[src/rtl/muldiv_pkg.sv]
// muldiv_pkg: shared types and constants for the iterative multiply/divide unit.
// The optional early-out feature of muldiv_seq is enabled by defining MULDIV_EARLY_OUT_EN.
package muldiv_pkg;

  // Operation select, encoded exactly as presented on the op port
  typedef enum logic [1:0] {
    OP_MUL  = 2'b00,
    OP_MULH = 2'b01,
    OP_DIV  = 2'b10,
    OP_REM  = 2'b11
  } op_t;

  // Sequencer states
  typedef enum logic [1:0] {
    S_IDLE = 2'b00,
    S_RUN  = 2'b01,
    S_DONE = 2'b10
  } state_t;

  // Quotient returned for a zero divisor; sliced down to the datapath width
  localparam logic [63:0] DIV0_QUOT = '1;

  // True for the two operations that use the restoring divider
  function automatic logic isDivOp(input op_t o);
    return (o == OP_DIV) || (o == OP_REM);
  endfunction

endpackage

[src/rtl/muldiv_step.sv]
// muldiv_step: one combinational iteration of the shift-add multiplier or the
// restoring divider.
//   Multiply: acc is the running product, a holds the multiplicand shifted left
//             by the number of bits consumed, b holds the multiplier bits not yet
//             consumed (LSB first).
//   Divide:   acc is {remainder, quotient}, a holds the dividend whose bit W-1
//             is the next one brought down (MSB first), b is the divisor.
module muldiv_step
  import muldiv_pkg::*;
#(
  parameter int W = 8
) (
  input  logic           isDiv_i,
  input  logic [2*W-1:0] acc_i,
  input  logic [2*W-1:0] a_i,
  input  logic [W-1:0]   b_i,
  output logic [2*W-1:0] acc_o,
  output logic [2*W-1:0] a_o,
  output logic [W-1:0]   b_o
);

  logic [W:0] partRem;
  logic [W:0] diff;

  // Compute the next accumulator/operand values for one multiplier or quotient bit
  always_comb begin
    acc_o   = acc_i;
    a_o     = {a_i[2*W-2:0], 1'b0};
    b_o     = b_i;
    partRem = '0;
    diff    = '0;
    if (isDiv_i) begin
      partRem = {acc_i[2*W-1:W], a_i[W-1]};
      diff    = partRem - {1'b0, b_i};
      if (!diff[W]) begin
        acc_o = {diff[W-1:0], acc_i[W-2:0], 1'b1};
      end else begin
        acc_o = {partRem[W-1:0], acc_i[W-2:0], 1'b0};
      end
    end else begin
      if (b_i[0]) begin
        acc_o = acc_i + a_i;
      end
      b_o = {1'b0, b_i[W-1:1]};
    end
  end

endmodule

[src/rtl/muldiv_seq.sv]
// muldiv_seq: iterative unsigned 8-bit multiply/divide unit feeding the register
// file write port. One multiplier/quotient bit is processed per RUN cycle and the
// result leaves as a single-cycle write request.
// Optional feature: define MULDIV_EARLY_OUT_EN to finish RUN early when the
// product is already final or the divisor is zero.
module muldiv_seq
  import muldiv_pkg::*;
#(
  parameter int W  = 8,
  parameter int PW = 3
) (
  input  logic          clk,
  input  logic          rst_n,
  input  logic          start,
  input  logic [1:0]    op,
  input  logic [W-1:0]  opA,
  input  logic [W-1:0]  opB,
  input  logic [PW:0]   dst,
  output logic          busy,
  output logic          wr_en,
  output logic [PW:0]   wr_addr,
  output logic [W-1:0]  wr_dat,
  output logic          div0
);

  localparam int CW = (W > 1) ? $clog2(W) : 1;

  state_t         state_q, state_d;
  op_t            op_q;
  logic [CW-1:0]  count_q, count_d;
  logic [2*W-1:0] acc_q, acc_d;
  logic [2*W-1:0] a_q, a_d;
  logic [W-1:0]   b_q, b_d;
  logic [W-1:0]   dividend_q;
  logic [PW:0]    dst_q;
  logic           wrEn_q, wrEn_d;
  logic [PW:0]    wrAddr_q, wrAddr_d;
  logic [W-1:0]   wrDat_q, wrDat_d;
  logic           div0_q, div0_d;

  logic [2*W-1:0] stepAcc;
  logic [2*W-1:0] stepA;
  logic [W-1:0]   stepB;
  logic           accept;
  logic           divZero;
  logic           earlyOut;
  logic           finish;
  logic [W-1:0]   result;

  assign accept  = (state_q == S_IDLE) && start;
  assign divZero = isDivOp(op_q) && (b_q == '0);

  muldiv_step #(.W(W)) uStep (
    .isDiv_i (isDivOp(op_q)),
    .acc_i   (acc_q),
    .a_i     (a_q),
    .b_i     (b_q),
    .acc_o   (stepAcc),
    .a_o     (stepA),
    .b_o     (stepB)
  );

`ifdef MULDIV_EARLY_OUT_EN
  // Multiply is final once no multiplier bits remain; a zero divisor needs no iterations
  assign earlyOut = isDivOp(op_q) ? divZero : (stepB == '0);
`else
  assign earlyOut = 1'b0;
`endif

  // Select the result from the accumulator after the current step, with the zero-divisor override
  always_comb begin
    result = '0;
    case (op_q)
      OP_MUL:  result = stepAcc[W-1:0];
      OP_MULH: result = stepAcc[2*W-1:W];
      OP_DIV:  result = divZero ? DIV0_QUOT[W-1:0] : stepAcc[W-1:0];
      OP_REM:  result = divZero ? dividend_q : stepAcc[2*W-1:W];
      default: result = '0;
    endcase
  end

  // Next-state logic for the sequencer, iteration registers and write port
  always_comb begin
    state_d  = state_q;
    count_d  = count_q;
    acc_d    = acc_q;
    a_d      = a_q;
    b_d      = b_q;
    wrEn_d   = 1'b0;
    wrAddr_d = wrAddr_q;
    wrDat_d  = wrDat_q;
    div0_d   = div0_q;
    finish   = 1'b0;
    case (state_q)
      S_IDLE: begin
        if (start) begin
          state_d = S_RUN;
          count_d = CW'(W - 1);
          acc_d   = '0;
          a_d     = {{W{1'b0}}, opA};
          b_d     = opB;
          div0_d  = 1'b0;
        end
      end
      S_RUN: begin
        acc_d   = stepAcc;
        a_d     = stepA;
        b_d     = stepB;
        count_d = count_q - CW'(1);
        finish  = (count_q == '0) || earlyOut;
        if (finish) begin
          state_d  = S_DONE;
          wrEn_d   = 1'b1;
          wrAddr_d = dst_q;
          wrDat_d  = result;
          if (divZero) begin
            div0_d = 1'b1;
          end
        end
      end
      S_DONE: begin
        state_d = S_IDLE;
      end
      default: begin
        state_d = S_IDLE;
      end
    endcase
  end

  // State, iteration and write-port registers
  always_ff @(posedge clk or negedge rst_n) begin
    if (!rst_n) begin
      state_q  <= S_IDLE;
      count_q  <= '0;
      acc_q    <= '0;
      a_q      <= '0;
      b_q      <= '0;
      wrEn_q   <= 1'b0;
      wrAddr_q <= '0;
      wrDat_q  <= '0;
      div0_q   <= 1'b0;
    end else begin
      state_q  <= state_d;
      count_q  <= count_d;
      acc_q    <= acc_d;
      a_q      <= a_d;
      b_q      <= b_d;
      wrEn_q   <= wrEn_d;
      wrAddr_q <= wrAddr_d;
      wrDat_q  <= wrDat_d;
      div0_q   <= div0_d;
    end
  end

  // Capture the operation, destination and raw dividend when a request is accepted
  always_ff @(posedge clk or negedge rst_n) begin
    if (!rst_n) begin
      op_q       <= OP_MUL;
      dst_q      <= '0;
      dividend_q <= '0;
    end else if (accept) begin
      op_q       <= op_t'(op);
      dst_q      <= dst;
      dividend_q <= opA;
    end
  end

  assign busy    = (state_q != S_IDLE);
  assign wr_en   = wrEn_q;
  assign wr_addr = wrAddr_q;
  assign wr_dat  = wrDat_q;
  assign div0    = div0_q;

endmodule
[config.mk]
export PLATFORM = sky130hd
export DESIGN_NAME = muldiv_seq
export DESIGN_NICKNAME = d
export VERILOG_FILES = /design/src/rtl/muldiv_pkg.sv /design/src/rtl/muldiv_step.sv /design/src/rtl/muldiv_seq.sv
export SDC_FILE = /design/constraint.sdc
export NUM_CORES = 1
export LEC_CHECK = 0
export BUFFER_PORTS_ARGS = -buffer_cell sky130_fd_sc_hd__buf_2
export CORE_MARGIN = 1
export CORE_UTILIZATION = 65
export CTS_CLUSTER_SIZE = 14
export DETAILED_ROUTE_END_ITERATION = 8
export HOLD_SLACK_MARGIN = 0.15
export PLACE_DENSITY = 0.84
export REMOVE_ABC_BUFFERS = 1
export SKIP_CTS_REPAIR_TIMING = 1
export SYNTH_ARGS = -nofsm -noshare
export SYNTH_HDL_FRONTEND = slang
export SYNTH_SLANG_ARGS = --single-unit
export TNS_END_PERCENT = 30
[constraint.sdc]
create_clock -name clk -period 6.95 [get_ports clk]
set_input_delay 1.0425 -clock clk [delete_from_list [all_inputs] [get_ports clk]]
set_output_delay 1.0425 -clock clk [all_outputs]
set_load 0.02 [all_outputs]
## Word-level counts from Yosys, hierarchy flattened

Index checks and enable logic that the tools add are counted.

- Register bits after elaboration: 73
- Input bits: 25
- Output and inout port bits: 15
- Logic and storage cells: 61

- $add $sub $neg: 3
- Equality and inequality tests: 8
- Multiplexer cells: 24
- Reductions and logical operators: 14

Operators with widths:

| operator | count |
|---|---|
| 16-bit two-way mux | 5 |
| 16-bit case mux with 2 select lines | 2 |
| 8-bit two-way mux | 4 |
| 8-bit case mux with 4 select lines | 1 |
| 16-bit adder | 1 |
| 8-bit case mux with 2 select lines | 1 |
| 9-bit by 8-bit subtractor with 9-bit output | 1 |
| 8-bit zero test | 1 |
| 2-bit inequality test (second input constant) | 4 |
| 3-bit case mux with 2 select lines | 1 |
| 2-bit AND reduction | 3 |
| 1-bit two-way mux | 5 |
| 2-bit by 1-bit == test with 1-bit output (second input constant) | 2 |
| 2-bit == test (second input constant) | 2 |
| 2-bit zero test | 2 |
| 2-bit two-way mux | 2 |
| 2-bit case mux with 2 select lines | 1 |
| 4-bit AND reduction | 1 |
| 2-bit nonzero test | 2 |
| 3-bit zero test | 1 |
| 3-bit two-way mux | 1 |
| 3-bit AND reduction | 1 |
| 3-bit by 1-bit subtractor with 3-bit output (second input constant) | 1 |
| 1-bit logical AND | 2 |
| 2 further kinds | 2 |

## Depth between registers and ports, before layout

- Depth after elaboration: 6
- Mapped depth: 11
- Depth with buffers taken out: 10

## Modules after synthesis

Synthesis repeated with hierarchy kept, for this count alone.

- Cell total of the unflattened synthesis: 522
- Area, all modules: 5,104.9 um^2

By module, submodules not included:

| module | instances | cells an instance | area an instance (um^2) | sequential area each (um^2) |
|---|---|---|---|---|
| muldiv_seq | 1 | 258 | 3,264.4 | 1,826.8 |
| muldiv_step | 1 | 264 | 1,840.5 | 0.0 |

## Worst setup path before layout

No wires, ideal clock.

- Path kind: register -> register
- Start: register b_q[0]
- End: register acc_q[10]
- Library setup time: 0.125 ns
- Arrival: 2.311 ns
- Data required time: 6.825 ns
- Setup slack: 4.514 ns
- Stages on the path, launching flop included: 11
- Buffers on the path: 1
- Clock period less this slack: 2.436 ns
- Cell sequence: dfrtp_1 -> ha_1 -> fa_1 -> nor2b_1 -> o221ai_2 -> mux2i_2 -> nand2_2 -> buf_6 -> mux2_4 -> o221ai_1 -> nand2_1

- Cells in the longest elaborated chain, start to end: 4
- Elaborated cells between the ends (all ways): 5
- Those cells by class: 1 x add/sub; 4 x mux

RTL lines:

| element | line | source |
|---|---|---|
| from (decl) | muldiv_seq.sv:33 | `logic [W-1:0] b_q, b_d;` |
| from (signal assigned) | muldiv_seq.sv:137 | `b_q <= '0;` |
| from (signal assigned) | muldiv_seq.sv:147 | `b_q <= b_d;` |
| 9-bit by 8-bit subtractor with 9-bit output | muldiv_step.sv:34 | `diff = partRem - {1'b0, b_i};` |
| 16-bit two-way mux | muldiv_step.sv:35 | `if (!diff[W]) begin` |
| 16-bit two-way mux * | muldiv_step.sv:32 | `if (isDiv_i) begin` |
| 16-bit case mux with 2 select lines * | muldiv_seq.sv:94 | `case (state_q)` |
| to (signal assigned) | muldiv_seq.sv:135 | `acc_q <= '0;` |
| to (signal assigned) | muldiv_seq.sv:145 | `acc_q <= acc_d;` |
| to (decl) | muldiv_seq.sv:31 | `logic [2*W-1:0] acc_q, acc_d;` |

Every way passes the cells marked *; elsewhere a longest branch is shown, timed or not.
A chain may end at the register's enable or synchronous reset.

## Worst setup path in the final report

- Start: register b_q[0]
- End: register wrDat_q[3] (netlist: wr_dat[3])

- Cells in the longest elaborated chain, start to end: 5
- Elaborated cells between the ends (all ways): 9
- Those cells by class: 1 x add/sub; 6 x mux; 2 x reduce/logical

RTL lines:

| element | line | source |
|---|---|---|
| 9-bit by 8-bit subtractor with 9-bit output | muldiv_step.sv:34 |  |
| 16-bit two-way mux | muldiv_step.sv:35 |  |
| 16-bit two-way mux | muldiv_step.sv:32 |  |
| 8-bit two-way mux | muldiv_seq.sv:77 | `OP_REM: result = divZero ? dividend_q : stepAcc[2*W-1:W];` |
| 8-bit case mux with 4 select lines * | muldiv_seq.sv:73 | `case (op_q)` |
| to (signal assigned) | muldiv_seq.sv:150 | `wrDat_q <= wrDat_d;` |
| to (decl) | muldiv_seq.sv:38 | `logic [W-1:0] wrDat_q, wrDat_d;` |

Marks and branches as above.

==> results.md <==
* Outcome: finished clean
* DRT Pass-1 Iters at 5
* Dominant cells by area after synthesis: dfrtp_1 (38%), nand2_1 (8.7%), ha_1 (6.5%)
* IO buf count at 39
* Routability Congestion at 0.905
* Initial antenna violation count at 0
* Fin crit share at 0.451
* First-pass GRT wire length at 20.3 mm
* Number of synthesized register bits at 73
* Fillers at 518
* Yosys warns at 0
* Seq/Total Area, Yosys at 0.381
* Detail Route Antenna Nets at 0
* Worst Hold Class: flop to flop
* Max cap viols at 0
* Synthesis-to-finish area growth at 9.80%
* Share of the synthesized area in the top cell type at 0.381
* Crit path time final at 3130 ps
* Required @ worst endpoint at 7230 ps
* Power Density at 589 mW/mm^2
* DRT iter0 DRCs at 352
* Clock Pin Slew Worst Setup and Hold Paths at 80 ps
* TNS Setup at 0 ps
* Die ar. at 0.00772 sq mm
* Commonest cells in the netlist: nand2_1 (111), dfrtp_1 (73), o21ai_0 (42)
* Via-to-Cell Ratio at 6.39
* Post-synth EDFFs at 0
* Clock skew at 8.49 ps
* Clk buf depth at 2
* Hpwl dp at 8.60 mm
* Worst Slack Setup Final at 3820 ps
* Kind of critical path: flop to flop
* Final total power at 3100 uW
* Cell Area, Synth at 0.00479 sq mm
* DP Worst Slack at 3890 ps
* Htree depth at 3
* Largest fanout on the critical path at 26
* Core Box Area at 0.00694 sq mm
* Worst Tran Pin Value at 1080 ps
* ANT cells at 0
* Crit path DAT at 3410 ps
* CP endpoint kind: flop
* Vias in the first global route at 4058
* TritonCTS Buffers at 9
* Slew headroom at 0.277
* Critical Path Start Type: flop
* Synth Instances at 570
* Die W at 87.8 microns
* RSZ-0062 raised after global routing: no
* Worst vdd ir at 0.304 mV
* Critical path launch point: b_q[0]
* DRC viols at 0
* Slew Limit Fails at 0
* Final setup fails at 0
* GR Overflow Total at 0
* Hold_sp: dst_q[3]
* Layout cells sized above 1 at 0.122
* Initial Utilization at 0.690
* Die Height at 87.8 microns
* Largest net degree at the start of global routing at 74
* Final #Nets at 643
* Total Routing Usage GR at 0.347
* CTS tree: yes
* Root Driver: clkbuf_8
* Num Clock Sinks at 73
* Pleak at 0.00248 uW
* Leading area contributor after synthesis: dfrtp_1
* Drt total wl at 12.4 mm
* Register area at 0.00183 sq mm
* Clock Latency Late Sink at 350 ps
* Multi-input gate area at 0.00274 sq mm
* WL/cell at 18.0 microns
* Post-synth top flop: dfrtp_1
* Vias at 4422
* Reg-to-Reg Start: b_q[0]
* IO Pins at 40
* Post-synthesis cell type count at 63
* Mean Syn Cell Area at 8.40 sq um
* Cell Rows at 30
* Fmax at 319 MHz
* Most frequent cell after synthesis: nand2_1
* Ys async rst share at 1.00
* Final Hold Viols at 0
[worst paths after layout]
path | depth (start not counted) | end | slack (ps)
setup / recovery | 9 | wr_dat[3] | 3820
hold / removal | 2 | wr_addr[3] | 470
setup reg to reg | 9 | wr_dat[3] | 3820
hold reg to reg | 2 | wr_addr[3] | 470
max in group asynchronous | 1 | dst_q[3] | 5540
min in group asynchronous | 1 | b_q[2] | 810
[report_power, final]
group          leakage [uW]  total, uW  internal, uW  switching (uW)
sequential         0.000922        831           618             213
clock              0.000123        419           249             170
combinational       0.00144       1850           720            1130
[registers in the layout, indices dropped and copies added, names as in the netlist, 3 cells and up]
signal,count
a_q,16
acc_q,16
b_q,8
dividend_q,8
wr_dat,8
dst_q,4
wr_addr,4
count_q,3
[stage by stage]
step / instances / hold slack, ps / util / cell area (sq um)
3_3_place_gp: 676 / 447 / 0.721 / 5010
5_1_grt: 692 / 493 / 0.757 / 5260
2_1_floorplan: 538 / 439 / - / 4660
6_report: 692 / 470 / 0.757 / 5260
3_5_place_dp: 676 / 458 / 0.721 / 5010
4_1_cts: 692 / 472 / 0.757 / 5260
[area by class of cell]
class	instances	area share
Sequential cell	73	0.347
Clock inverter	6	0.0219
Inverter	26	0.0186
Multi-Input combinational cell	439	0.521
Tap cell	96	0.0228
Timing Repair Buffer	42	0.0419
Clock buffer	10	0.0262
[kinds of logic (layout without fill, tap and decap cells)]
logic type	count (synthesis)	count (layout)	synth area share
flops	73	73	0.381
fa+ha+maj	27	27	0.0737
compound gates	165	165	0.237
buf+inv	58	84	0.0473
simple gates	220	220	0.204
xor+xnor	7	7	0.0128
mux	20	20	0.0436
[cell usage in the layout (no fill, tap or decap), types with 18 or more instances in the layout]
master,count
o21ai_0,42
nand3_1,31
mux2i_1,18
buf_2,38
nor2_1,28
ha_1,25
nand2_1,111
inv_1,24
dfrtp_1,73
a21oi_1,26
[critical path, cell delays in order, from the launching register on]
cell and delay [ps]:
dfrtp_1 700, ha_1 390, fa_1 410, nor2b_1 200, o221ai_2 140, mux2i_2 270
nand2_2 240, mux2i_1 190, a221o_1 380, a21oi_1 130
[layer usage]
layer	track usage	routed length, microns
met5	0	0
met4	0.159	372
met3	0.0999	994
met1	0.468	5470
met2	0.520	5590
(Power assumes the default switching activity.)
